## config.mk

```make
export PLATFORM = sky130hd
export DESIGN_NAME = mem_access_unit_flat
export DESIGN_NICKNAME = d
export VERILOG_FILES = /design/src/rtl/mem_pkg.sv /design/src/rtl/mem_access_unit_if.sv /design/src/rtl/mem_load_align.sv /design/src/rtl/mem_access_unit.sv /design/src/flat_wrapper.sv
export SDC_FILE = /design/constraint.sdc
export NUM_CORES = 1
export LEC_CHECK = 0
export CAP_MARGIN = 20
export CORE_MARGIN = 5
export CORE_UTILIZATION = 30
export CTS_CLUSTER_SIZE = 30
export DETAILED_ROUTE_END_ITERATION = 8
export GPL_TIMING_DRIVEN = 0
export SLEW_MARGIN = 20
export SYNTH_ARGS = -nofsm -noshare
export SYNTH_HDL_FRONTEND = slang
export SYNTH_SLANG_ARGS = --single-unit
```

## constraint.sdc

```tcl
create_clock -name clk -period 2.5 [get_ports clk]
set_input_delay 0.5 -clock clk [delete_from_list [all_inputs] [get_ports clk]]
set_output_delay 0.5 -clock clk [all_outputs]
set_load 0.005 [all_outputs]
```

## src/rtl/mem_pkg.sv

```systemverilog
// Shared constants for the data-memory access unit: FSM state codes, RV64I
// load/store funct3 encodings and the default bus timeout.
package mem_pkg;

  localparam int unsigned TimeoutDefault = 16;

  typedef logic [1:0] state_t;
  localparam state_t StIdle = 2'd0;
  localparam state_t StReq  = 2'd1;
  localparam state_t StWait = 2'd2;
  localparam state_t StDone = 2'd3;

  localparam logic [2:0] Lb  = 3'b000;
  localparam logic [2:0] Lh  = 3'b001;
  localparam logic [2:0] Lw  = 3'b010;
  localparam logic [2:0] Ld  = 3'b011;
  localparam logic [2:0] Lbu = 3'b100;
  localparam logic [2:0] Lhu = 3'b101;
  localparam logic [2:0] Lwu = 3'b110;
  localparam logic [2:0] Sb  = 3'b000;
  localparam logic [2:0] Sh  = 3'b001;
  localparam logic [2:0] Sw  = 3'b010;
  localparam logic [2:0] Sd  = 3'b011;

  // Natural alignment check; size comes from funct3[1:0] for loads and stores alike.
  function automatic logic is_aligned(input logic [1:0] size, input logic [2:0] a);
    case (size)
      2'b00:   is_aligned = 1'b1;
      2'b01:   is_aligned = (a[0] == 1'b0);
      2'b10:   is_aligned = (a[1:0] == 2'b00);
      default: is_aligned = (a == 3'b000);
    endcase
  endfunction

endpackage

```

## src/rtl/mem_access_unit_if.sv

```systemverilog
// Data-memory request/response bus between the access unit and the memory.
interface mem_access_unit_if;
  logic        req;
  logic        we;
  logic [63:0] addr;
  logic [63:0] wdata;
  logic [7:0]  wstrb;
  logic        gnt;
  logic        rvalid;
  logic [63:0] rdata;

  modport master (
    output req, we, addr, wdata, wstrb,
    input  gnt, rvalid, rdata
  );

  modport slave (
    input  req, we, addr, wdata, wstrb,
    output gnt, rvalid, rdata
  );
endinterface

```

## src/rtl/mem_load_align.sv

```systemverilog
// Extracts the addressed bytes from a 64-bit memory word and sign/zero-extends
// them according to the load funct3.
module mem_load_align
  import mem_pkg::*;
(
  input  logic [63:0] rdata,
  input  logic [2:0]  a,
  input  logic [2:0]  funct3,
  output logic [63:0] value
);

  logic [63:0] shifted;

  always_comb begin
    shifted = rdata >> {a, 3'b000};
    case (funct3)
      Lb:      value = {{56{shifted[7]}}, shifted[7:0]};
      Lh:      value = {{48{shifted[15]}}, shifted[15:0]};
      Lw:      value = {{32{shifted[31]}}, shifted[31:0]};
      Lbu:     value = {56'd0, shifted[7:0]};
      Lhu:     value = {48'd0, shifted[15:0]};
      Lwu:     value = {32'd0, shifted[31:0]};
      default: value = shifted;
    endcase
  end

endmodule

```

## src/rtl/mem_access_unit.sv

```systemverilog
// MEM-stage load/store unit: checks alignment, runs the data-memory handshake
// with a timeout, and stalls the pipeline until the access completes.
module mem_access_unit
  import mem_pkg::*;
#(
  parameter int unsigned TIMEOUT = TimeoutDefault
) (
  input  logic               clk,
  input  logic               reset,
  input  logic               ex_mem_valid,
  input  logic               ex_mem_mem_read,
  input  logic               ex_mem_mem_write,
  input  logic [2:0]         ex_mem_funct3,
  input  logic [63:0]        ex_mem_result,
  input  logic [63:0]        ex_mem_store_data,
  input  logic [4:0]         ex_mem_rd,
  input  logic               ex_mem_regWrite,
  input  logic               ex_mem_MemtoReg,
  mem_access_unit_if.master  dmem,
  output logic               stall,
  output logic [4:0]         mem_rd,
  output logic [63:0]        mem_result,
  output logic [63:0]        mem_read_data,
  output logic               mem_regWrite,
  output logic               mem_MemtoReg,
  output logic               mem_exc,
  output logic               bus_err,
  output logic [63:0]        exc_addr
);

  localparam int unsigned CntW = $clog2(TIMEOUT + 1);

  state_t      state_q, state_d;
  logic [CntW-1:0] cnt_q, cnt_d;
  logic [63:0] load_q, load_d;
  logic        bus_err_q, bus_err_d;
  logic [63:0] addr_q, sdata_q;
  logic [2:0]  funct3_q;
  logic [4:0]  rd_q;
  logic        regwrite_q, memtoreg_q, is_store_q;

  logic        mem_op, legal, access_ok, start, cnt_last;
  logic [63:0] load_value;

  assign mem_op    = ex_mem_valid & (ex_mem_mem_read | ex_mem_mem_write);
  assign legal     = ex_mem_mem_write ? ~ex_mem_funct3[2] : (ex_mem_funct3 != 3'b111);
  assign access_ok = legal & is_aligned(ex_mem_funct3[1:0], ex_mem_result[2:0]);
  assign start     = (state_q == StIdle) & mem_op & access_ok;
  assign cnt_last  = (cnt_q == CntW'(TIMEOUT - 1));

  mem_load_align u_load_align (
    .rdata  (dmem.rdata),
    .a      (addr_q[2:0]),
    .funct3 (funct3_q),
    .value  (load_value)
  );

  // Handshake events take priority over a timeout landing in the same cycle.
  always_comb begin
    state_d   = state_q;
    cnt_d     = cnt_q;
    load_d    = load_q;
    bus_err_d = bus_err_q;
    case (state_q)
      StIdle: begin
        if (start) begin
          state_d   = StReq;
          cnt_d     = '0;
          bus_err_d = 1'b0;
        end
      end
      StReq: begin
        cnt_d = cnt_q + CntW'(1);
        if (dmem.gnt) begin
          state_d = is_store_q ? StDone : StWait;
        end else if (cnt_last) begin
          state_d   = StDone;
          bus_err_d = 1'b1;
        end
      end
      StWait: begin
        cnt_d = cnt_q + CntW'(1);
        if (dmem.rvalid) begin
          load_d  = load_value;
          state_d = StDone;
        end else if (cnt_last) begin
          state_d   = StDone;
          bus_err_d = 1'b1;
        end
      end
      default: state_d = StIdle;
    endcase
  end

  always_ff @(posedge clk) begin
    if (reset) begin
      state_q    <= StIdle;
      cnt_q      <= '0;
      load_q     <= '0;
      bus_err_q  <= 1'b0;
      addr_q     <= '0;
      sdata_q    <= '0;
      funct3_q   <= '0;
      rd_q       <= '0;
      regwrite_q <= 1'b0;
      memtoreg_q <= 1'b0;
      is_store_q <= 1'b0;
    end else begin
      state_q   <= state_d;
      cnt_q     <= cnt_d;
      load_q    <= load_d;
      bus_err_q <= bus_err_d;
      if (start) begin
        addr_q     <= ex_mem_result;
        sdata_q    <= ex_mem_store_data;
        funct3_q   <= ex_mem_funct3;
        rd_q       <= ex_mem_rd;
        regwrite_q <= ex_mem_regWrite;
        memtoreg_q <= ex_mem_MemtoReg;
        is_store_q <= ex_mem_mem_write;
      end
    end
  end

  // Request fields come only from the latched copy, so EX/MEM may change freely.
  always_comb begin
    dmem.req   = (state_q == StReq);
    dmem.we    = is_store_q;
    dmem.addr  = {addr_q[63:3], 3'b000};
    dmem.wdata = sdata_q << {addr_q[2:0], 3'b000};
    dmem.wstrb = 8'h00;
    if (is_store_q) begin
      case (funct3_q[1:0])
        2'b00:   dmem.wstrb = 8'h01 << addr_q[2:0];
        2'b01:   dmem.wstrb = 8'h03 << addr_q[2:0];
        2'b10:   dmem.wstrb = 8'h0F << addr_q[2:0];
        default: dmem.wstrb = 8'hFF;
      endcase
    end
  end

  always_comb begin
    stall         = 1'b0;
    mem_rd        = ex_mem_rd;
    mem_result    = ex_mem_result;
    mem_read_data = '0;
    mem_regWrite  = 1'b0;
    mem_MemtoReg  = ex_mem_MemtoReg;
    mem_exc       = 1'b0;
    bus_err       = 1'b0;
    exc_addr      = '0;
    case (state_q)
      StIdle: begin
        if (mem_op && !access_ok) begin
          mem_exc  = 1'b1;
          exc_addr = ex_mem_result;
        end else if (start) begin
          stall = 1'b1;
        end else begin
          mem_regWrite = ex_mem_valid & ex_mem_regWrite;
        end
      end
      StReq, StWait: begin
        stall = 1'b1;
      end
      default: begin
        mem_rd        = rd_q;
        mem_result    = addr_q;
        mem_read_data = load_q;
        mem_regWrite  = regwrite_q & ~bus_err_q;
        mem_MemtoReg  = memtoreg_q;
        bus_err       = bus_err_q;
        exc_addr      = bus_err_q ? addr_q : 64'd0;
      end
    endcase
  end

endmodule

```

## src/flat_wrapper.sv

```systemverilog
// flat-port wrapper written by rule: the top's interface ports become plain ports
module mem_access_unit_flat import mem_pkg::*;
#(
  parameter int unsigned TIMEOUT = TimeoutDefault
)
  (clk, reset, ex_mem_valid, ex_mem_mem_read, ex_mem_mem_write, ex_mem_funct3, ex_mem_result, ex_mem_store_data, ex_mem_rd, ex_mem_regWrite, ex_mem_MemtoReg, stall, mem_rd, mem_result, mem_read_data, mem_regWrite, mem_MemtoReg, mem_exc, bus_err, exc_addr, dmem_req, dmem_we, dmem_addr, dmem_wdata, dmem_wstrb, dmem_gnt, dmem_rvalid, dmem_rdata);
  mem_access_unit_if dmem_i ();
  input  logic clk;
  input  logic reset;
  input  logic ex_mem_valid;
  input  logic ex_mem_mem_read;
  input  logic ex_mem_mem_write;
  input  logic [2:0] ex_mem_funct3;
  input  logic [63:0] ex_mem_result;
  input  logic [63:0] ex_mem_store_data;
  input  logic [4:0] ex_mem_rd;
  input  logic ex_mem_regWrite;
  input  logic ex_mem_MemtoReg;
  output logic stall;
  output logic [4:0] mem_rd;
  output logic [63:0] mem_result;
  output logic [63:0] mem_read_data;
  output logic mem_regWrite;
  output logic mem_MemtoReg;
  output logic mem_exc;
  output logic bus_err;
  output logic [63:0] exc_addr;
  output wire logic [$bits(dmem_i.req)-1:0] dmem_req;
  output wire logic [$bits(dmem_i.we)-1:0] dmem_we;
  output wire logic [$bits(dmem_i.addr)-1:0] dmem_addr;
  output wire logic [$bits(dmem_i.wdata)-1:0] dmem_wdata;
  output wire logic [$bits(dmem_i.wstrb)-1:0] dmem_wstrb;
  input wire logic [$bits(dmem_i.gnt)-1:0] dmem_gnt;
  input wire logic [$bits(dmem_i.rvalid)-1:0] dmem_rvalid;
  input wire logic [$bits(dmem_i.rdata)-1:0] dmem_rdata;
  assign dmem_req = dmem_i.req;
  assign dmem_we = dmem_i.we;
  assign dmem_addr = dmem_i.addr;
  assign dmem_wdata = dmem_i.wdata;
  assign dmem_wstrb = dmem_i.wstrb;
  assign dmem_i.gnt = dmem_gnt;
  assign dmem_i.rvalid = dmem_rvalid;
  assign dmem_i.rdata = dmem_rdata;
  mem_access_unit #(.TIMEOUT(TIMEOUT)) u_core (.clk(clk), .reset(reset), .ex_mem_valid(ex_mem_valid), .ex_mem_mem_read(ex_mem_mem_read), .ex_mem_mem_write(ex_mem_mem_write), .ex_mem_funct3(ex_mem_funct3), .ex_mem_result(ex_mem_result), .ex_mem_store_data(ex_mem_store_data), .ex_mem_rd(ex_mem_rd), .ex_mem_regWrite(ex_mem_regWrite), .ex_mem_MemtoReg(ex_mem_MemtoReg), .dmem(dmem_i), .stall(stall), .mem_rd(mem_rd), .mem_result(mem_result), .mem_read_data(mem_read_data), .mem_regWrite(mem_regWrite), .mem_MemtoReg(mem_MemtoReg), .mem_exc(mem_exc), .bus_err(bus_err), .exc_addr(exc_addr));
endmodule
```

==> flow_summary_export.csv, run 1 <==
group,metric,value,unit
run_status,outcome,"finished, violations left",
run_status,violations,"setup timing",
timing,max_slew.worst_pin.slew,904,ps
layout,multi_input_area,10100,sq um
floorplan,start_util,30.3,%
drt,met2_length,38.0,mm
place,port_buffers,544,
timing,finalSetupTns,-38510,ps
timing,worst_slack,-323,ps
drt,drt_iter0_drc,1202,
cts,cts_root_buffer,"clkbuf_16",
global_routing,grt_antenna_before_repair,4,
drt,highest_layer,"met5",
timing,period_share,113,%
drt,drt-met1-wl,32.8,mm
cts,cts_tree,"built",
power,ir_drop,0.000426,V
global_routing,grt_pass1_vias,17009,
cts,clkSinkCount,211,
critical_path,cp.required,2000,ps
power,seq_power_share,30.8,%
timing,finalHoldViolCount,0,
timing,grt_setup_unrepaired,"true",
critical_path,path_max_fanout,8,
logic_synthesis,avgSynthCellArea,7.87,sq um
critical_path,critPathSlowestCell,"dfxtp_4",
place,gp_congestion,0.991,
global_routing,grt_usage,28.6,%
logic_synthesis,ys.flop_type,"dfxtp_1",
job,max_cap_viol_count,0,
logic_synthesis,syn_inst,1793,
power,swShare,33.4,%
drt,drt-pass1-iter-count,5,
drt,final_antenna_net_count,0,
power,p_int,0.00839,W
logic_synthesis,synth_warnings,0,
drt,via_per_inst,5.39,
logic_synthesis,ys_seq_elements,211,
timing,setup_viol,232,
critical_path,cp.arrival,2320,ps
floorplan,rows,79,
floorplan,num_io_pins,549,
drt,route.vias.total,17212,
global_routing,grt_pass1_wl,112,mm
timing,slew_headroom,39.7,%
power,power,0.0126,W
logic_synthesis,synth.top_cells.by_area,"dfxtp_1 30%, nand2_1 9.4%, mux2_2 8.5%",
worst_hold_path,hp-class,"in -> reg",
layout,nFillCells,4286,
critical_path,crit_path_start_kind,"flop",
cts,path_clk_slew,60,ps
floorplan,die_w,227,microns
timing,max_freq,354,MHz
timing,period_needed,2820,ps
logic_synthesis,yosys.area.top_type,"dfxtp_1",
power,powerDensity,494,nW/um^2
cts,cts_buffer_depth,3,
power,combPwrFrac,39.1,%
layout,regArea,4250,sq um
critical_path,end_kind,"output port",
logic_synthesis,ys_seq_area_share,30.0,%
critical_path,crit_chain,"buf_12, buf_12, buf_12, mux2i_4, nor2_2, a21oi_2, mux2i_2, buf_2",
floorplan,fp.dieArea,51400,sq um
global_routing,grt_max_degree,13,
floorplan,die_y,227,microns
global_routing,gr-total-overflow,0,
power,p_sw,0.00421,W
logic_synthesis,synth-edff-count,0,
layout,drive_gt1_share,40.6,%
critical_path,cp_common_cell,"buf_12",
layout,fin_nets,2789,
critical_path,max_stage_delay,400,ps
logic_synthesis,yosysUniqueCellTypes,50,
timing,drv_slew,0,
logic_synthesis,synth_area,14100,sq um
layout,area_growth,80.8,%
drt,wire_per_inst,25.3,microns
cts,htreeDepth,1,
logic_synthesis,ys_top_cells_by_count,"354 x nand2_1, 211 x dfxtp_1, 182 x a21oi_1, 130 x nor2_1, 116 x clkbuf_1",
logic_synthesis,async_reset_ff_share,0,%
place,hpwlAfterDp,59.8,mm
drt,drc,0,
timing,finalClockSkew,16.9,ps
power,p_leak,10.1,nW
floorplan,core-area,46600,sq um
logic_synthesis,synth_top_area_share,30.0,%
logic_synthesis,synthMostInstantiatedCell,"nand2_1",
critical_path,crit_type,"reg -> out",
power,p_clk_share,30.1,%
cts,cts_made_buffers,26,
drt,wl_met3,6.73,mm
cts,clock_latency,560,ps
drt,wirelength,80.8,mm
## stage by stage
stage | instance area [sq um] | instances | setup slack (ps) | hold slack, ps | util, %
2_1_floorplan | 14100 | 1795 | 85.6 | 433 | -
5_1_grt | 25500 | 3195 | -374 | 285 | 54.8
4_1_cts | 24000 | 3142 | -353 | 345 | 51.7
3_5_place_dp | 20300 | 2946 | -1630 | 451 | 43.6
6_report | 25500 | 3196 | -323 | 277 | 54.8
3_3_place_gp | 20300 | 2946 | -2060 | 440 | 43.6
## cell usage in the layout (no fill, tap or decap), drive strengths merged, types with 6 or more instances in the layout
cell,synthesis,layout
nand3b,9,9
inv,9,10
a211oi,85,85
mux4,10,10
nand2,354,354
o21ai,47,47
nand3,6,6
buf,112,540
nor3,23,23
dlygate4sd2,0,19
nand2b,14,14
a22oi,6,6
a221oi,9,9
o21a,8,8
clkinv,0,8
clkbuf,116,184
nor2,130,131
mux2i,106,106
o22ai,24,24
dfxtp,211,211
a311oi,6,6
nor2b,30,30
clkdlybuf4s50,0,262
and2,78,78
and3,7,7
mux2,107,107
ha,11,11
a21oi,183,183
a22o,65,65
## critical path: cells and delay by family (launching register included)
family	cells	cell delay [ps]
buf+inv	4	580
mux	2	490
flops	1	400
compound gates	1	220
simple gates	1	60
## worst paths after layout
| path | cells after the start | from | slack [ps] | end |
|---|---|---|---|---|
| worst min register to register | 2 | u_core.regwrite_q$_SDFFE_PP0P_ | 460 | u_core.regwrite_q$_SDFFE_PP0P_ |
| worst min-delay path | 3 | ex_mem_result[2] | 280 | u_core.addr_q[2]$_SDFFE_PP0P_ |
| worst max-delay path | 8 | u_core.addr_q[1]$_SDFFE_PP0P_ | -320 | dmem_wdata[51] |
| worst max register to register | 11 | u_core.addr_q[1]$_SDFFE_PP0P_ | 40 | u_core.load_q[15]$_SDFFE_PP0P_ |
## flip-flops by register name, indices dropped and copies added (netlist names), 2 cells and up
signal	count
u_core.state_q	2
u_core.cnt_q	5
u_core.funct3_q	3
u_core.sdata_q	64
u_core.load_q	64
u_core.rd_q	5
u_core.addr_q	64
## per-layer routing
| layer | up-vias | GRT usage [%] |
|---|---|---|
| met1 | 8386 | 36.2 |
| li1 | 7768 | - |
| met3 | 174 | 5.71 |
| met2 | 882 | 49.3 |
| met5 | - | 0 |
| met4 | 2 | 8.69 |
## layout make-up
class                      instances  area share [%]
clock inverter                    10           0.334
buffer                           211            8.44
multi-input combinational       1348            39.5
sequential                       211            16.7
clock buffer                      36            2.98
antenna                            2          0.0196
inverter                           9           0.152
timing repair buffer             762            29.0
tap                              607            2.98
## kinds of logic after synthesis
| logic type | Yosys count | share of synthesized area (%) |
|---|---|---|
| buffers and inverters | 237 | 8.59 |
| flip-flops | 211 | 30.0 |
| other | 1 | 0.0266 |
| adder cells (fa/ha/maj) | 11 | 0.976 |
| multiplexers | 223 | 17.7 |
| AO/OA/AOI/OAI | 449 | 22.2 |
| AND/OR/NAND/NOR | 661 | 20.6 |
## power by group through the flow
stage	sequential, W	combinational, W	clock (W)
final	0.00388	0.00492	0.00379
after global routing	0.00390	0.00517	0.00401
after CTS	0.00385	0.00449	0.00383
after detailed placement	0.00389	0.00370	0
after global placement	0.00388	0.00367	0
after floorplan	0.00379	0.00181	0
## repair_timing
action,4_1_cts,5_1_grt
gates resized for setup,1474,527
pin swaps,96,89
hold buffers,0,0
cloned,12,11
setup endpoints to repair,465,427
setup buffers,141,65
(Power assumes the default switching activity.)
==> inputs of run 2 (changes only) <==
- CORE_ASPECT_RATIO: not set -> 1.75
- CORE_MARGIN: 5 -> 2
- REMOVE_ABC_BUFFERS: not set -> 1
==> flow_summary_export.csv, run 2 (synthesis gave the netlist of run 1 again) <==
group,metric,value,unit
cts,htreeDepth,1,
place,gp_congestion,0.862,
power,powerDensity,498,nW/um^2
critical_path,cp.required,2000,ps
power,p_clk_share,28.4,%
timing,finalSetupTns,-46900,ps
timing,finalClockSkew,22.1,ps
timing,slew_headroom,45.0,%
timing,period_share,121,%
layout,final_common_cell,"nand2_1",
cts,clkSinkCount,211,
critical_path,critPathTopFamily,"buffers and inverters",
layout,regArea,4250,sq um
run_status,violations,"setup timing",
floorplan,die_w,168,microns
floorplan,core-area,46600,sq um
timing,grt_setup_unrepaired,"true",
power,p_leak,10.2,nW
floorplan,fp.dieArea,48800,sq um
timing,max_freq,332,MHz
layout,area_growth,73.2,%
cts,cts_root_buffer,"clkbuf_16",
drt,wire_per_inst,24.7,microns
timing,period_needed,3010,ps
critical_path,end_kind,"output port",
floorplan,die_y,291,microns
worst_hold_path,hp-class,"in -> reg",
drt,route.vias.total,16685,
power,seq_power_share,31.5,%
critical_path,critPathSlowestCell,"clkdlybuf4s50_1",
global_routing,grt_usage,25.7,%
global_routing,grt_antenna_before_repair,6,
drt,drt-pass1-iter-count,5,
global_routing,grt_max_degree,99,
global_routing,grt_pass1_wl,98.0,mm
critical_path,crit_path_start_kind,"input port",
power,ir_drop,0.000384,V
critical_path,crit_chain,"clkdlybuf4s50_1, o211ai_1, nor3_4, buf_6, buf_8, buf_8, buf_4, buf_6, buf_16, a22o_1, buf_2",
global_routing,grt_pass1_vias,15864,
run_status,outcome,"finished, violations left",
drt,wirelength,75.8,mm
cts,clock_latency,540,ps
floorplan,rows,105,
layout,nFillCells,4300,
power,swShare,33.5,%
cts,ctsHoldBuffers,0,
layout,fin_nets,2680,
layout,drive_gt1_share,35.9,%
drt,via_per_inst,5.44,
cts,cts_buffer_depth,3,
floorplan,num_io_pins,549,
critical_path,ff2ff_setup_slack,-80,ps
place,hpwlAfterDp,42.5,mm
drt,drc,0,
power,combPwrFrac,40.1,%
timing,max_slew.worst_pin.slew,822,ps
critical_path,crit_type,"in -> out",
layout,final_cell_mix,"351 x nand2_1, 264 x clkdlybuf4s50_1, 204 x dfxtp_1",
global_routing,gr-total-overflow,0,
drt,final_antenna_net_count,0,
power,p_int,0.00808,W
critical_path,cp_num_buf_inv,8,
layout,multi_input_area,9620,sq um
layout,reg_top3,"u_core.addr_q: 64 flops, u_core.load_q: 64 flops, u_core.sdata_q: 64 flops",
floorplan,start_util,30.2,%
timing,finalHoldViolCount,0,
critical_path,max_stage_delay,450,ps
power,p_sw,0.00407,W
timing,worst_slack,-513,ps
drt,drt_iter0_drc,1119,
job,max_cap_viol_count,0,
cts,path_clk_slew,70,ps
timing,setup_viol,240,
cts,cts_tree,"built",
timing,drv_slew,0,
cts,cts_made_buffers,23,
critical_path,cp.arrival,2510,ps
power,power,0.0122,W
critical_path,path_max_fanout,5,
place,port_buffers,545,
==> run 2: cell type report <==
type                            instances  area share [%]
Multi-Input combinational cell       1349            39.4
Timing Repair Buffer                  866            37.1
Sequential cell                       211            17.4
Tap cell                              588            3.01
Clock buffer                           31            2.64
Clock inverter                          8           0.277
Inverter                                9           0.159
Antenna cell                            4          0.0410
==> run 2: metal layers <==
metal,part of all wire (%),track usage (%)
met2,53,48.9
met3,6.3,4.71
met5,0.054,0
met4,7.0,11.9
met1,34,27.0
==> run 2: per-stage QoR <==
step / utilization [%] / setup WS (ps) / instances / hold slack (ps) / cell area (sq um)
after floorplan: - / -4580 / 1567 / 427 / 12900
after global placement: 41.0 / -11220 / 2700 / 440 / 19100
after detailed placement: 42.6 / -2020 / 2733 / 447 / 19900
after CTS: 47.2 / -477 / 2891 / 212 / 22000
after global routing: 52.4 / -546 / 3065 / 253 / 24400
final: 52.4 / -513 / 3066 / 243 / 24400
==> run 2: tightest hold or removal path, stage by stage <==
cell and delay [ps]:
buf_2 140, nand2_1 60, a21oi_1 50
==> run 2: timing repair <==
action | 4_1_cts | 5_1_grt
setup endpoints to repair | 419 | 389
pin swaps | 74 | 70
resized for setup | 566 | 603
gates cloned | 17 | 32
buffers inserted | 107 | 159
==> run 2: power groups by stage <==
stage                     combinational [W]  clock, W  sequential [W]
after CTS                           0.00420   0.00354         0.00380
after global routing                0.00511   0.00362         0.00386
after global placement              0.00340         0         0.00400
after detailed placement            0.00350         0         0.00389
final                               0.00487   0.00345         0.00383
after floorplan                     0.00158         0         0.00391
==> run 2: path summary, 6_finish.rpt <==
| path | startpoint | to | cells past startpoint |
|---|---|---|---|
| setup / recovery | ex_mem_mem_read | exc_addr[36] | 11 |
| hold / removal | ex_mem_result[2] | u_core.addr_q[2]$_SDFFE_PP0P_ | 3 |
| setup reg to reg | u_core.state_q[1]$_SDFFE_PP0P_ | u_core.bus_err_q$_SDFFE_PP0P_ | 11 |
| hold reg to reg | u_core.sdata_q[57]$_SDFFE_PP0P_ | u_core.sdata_q[57]$_SDFFE_PP0P_ | 2 |
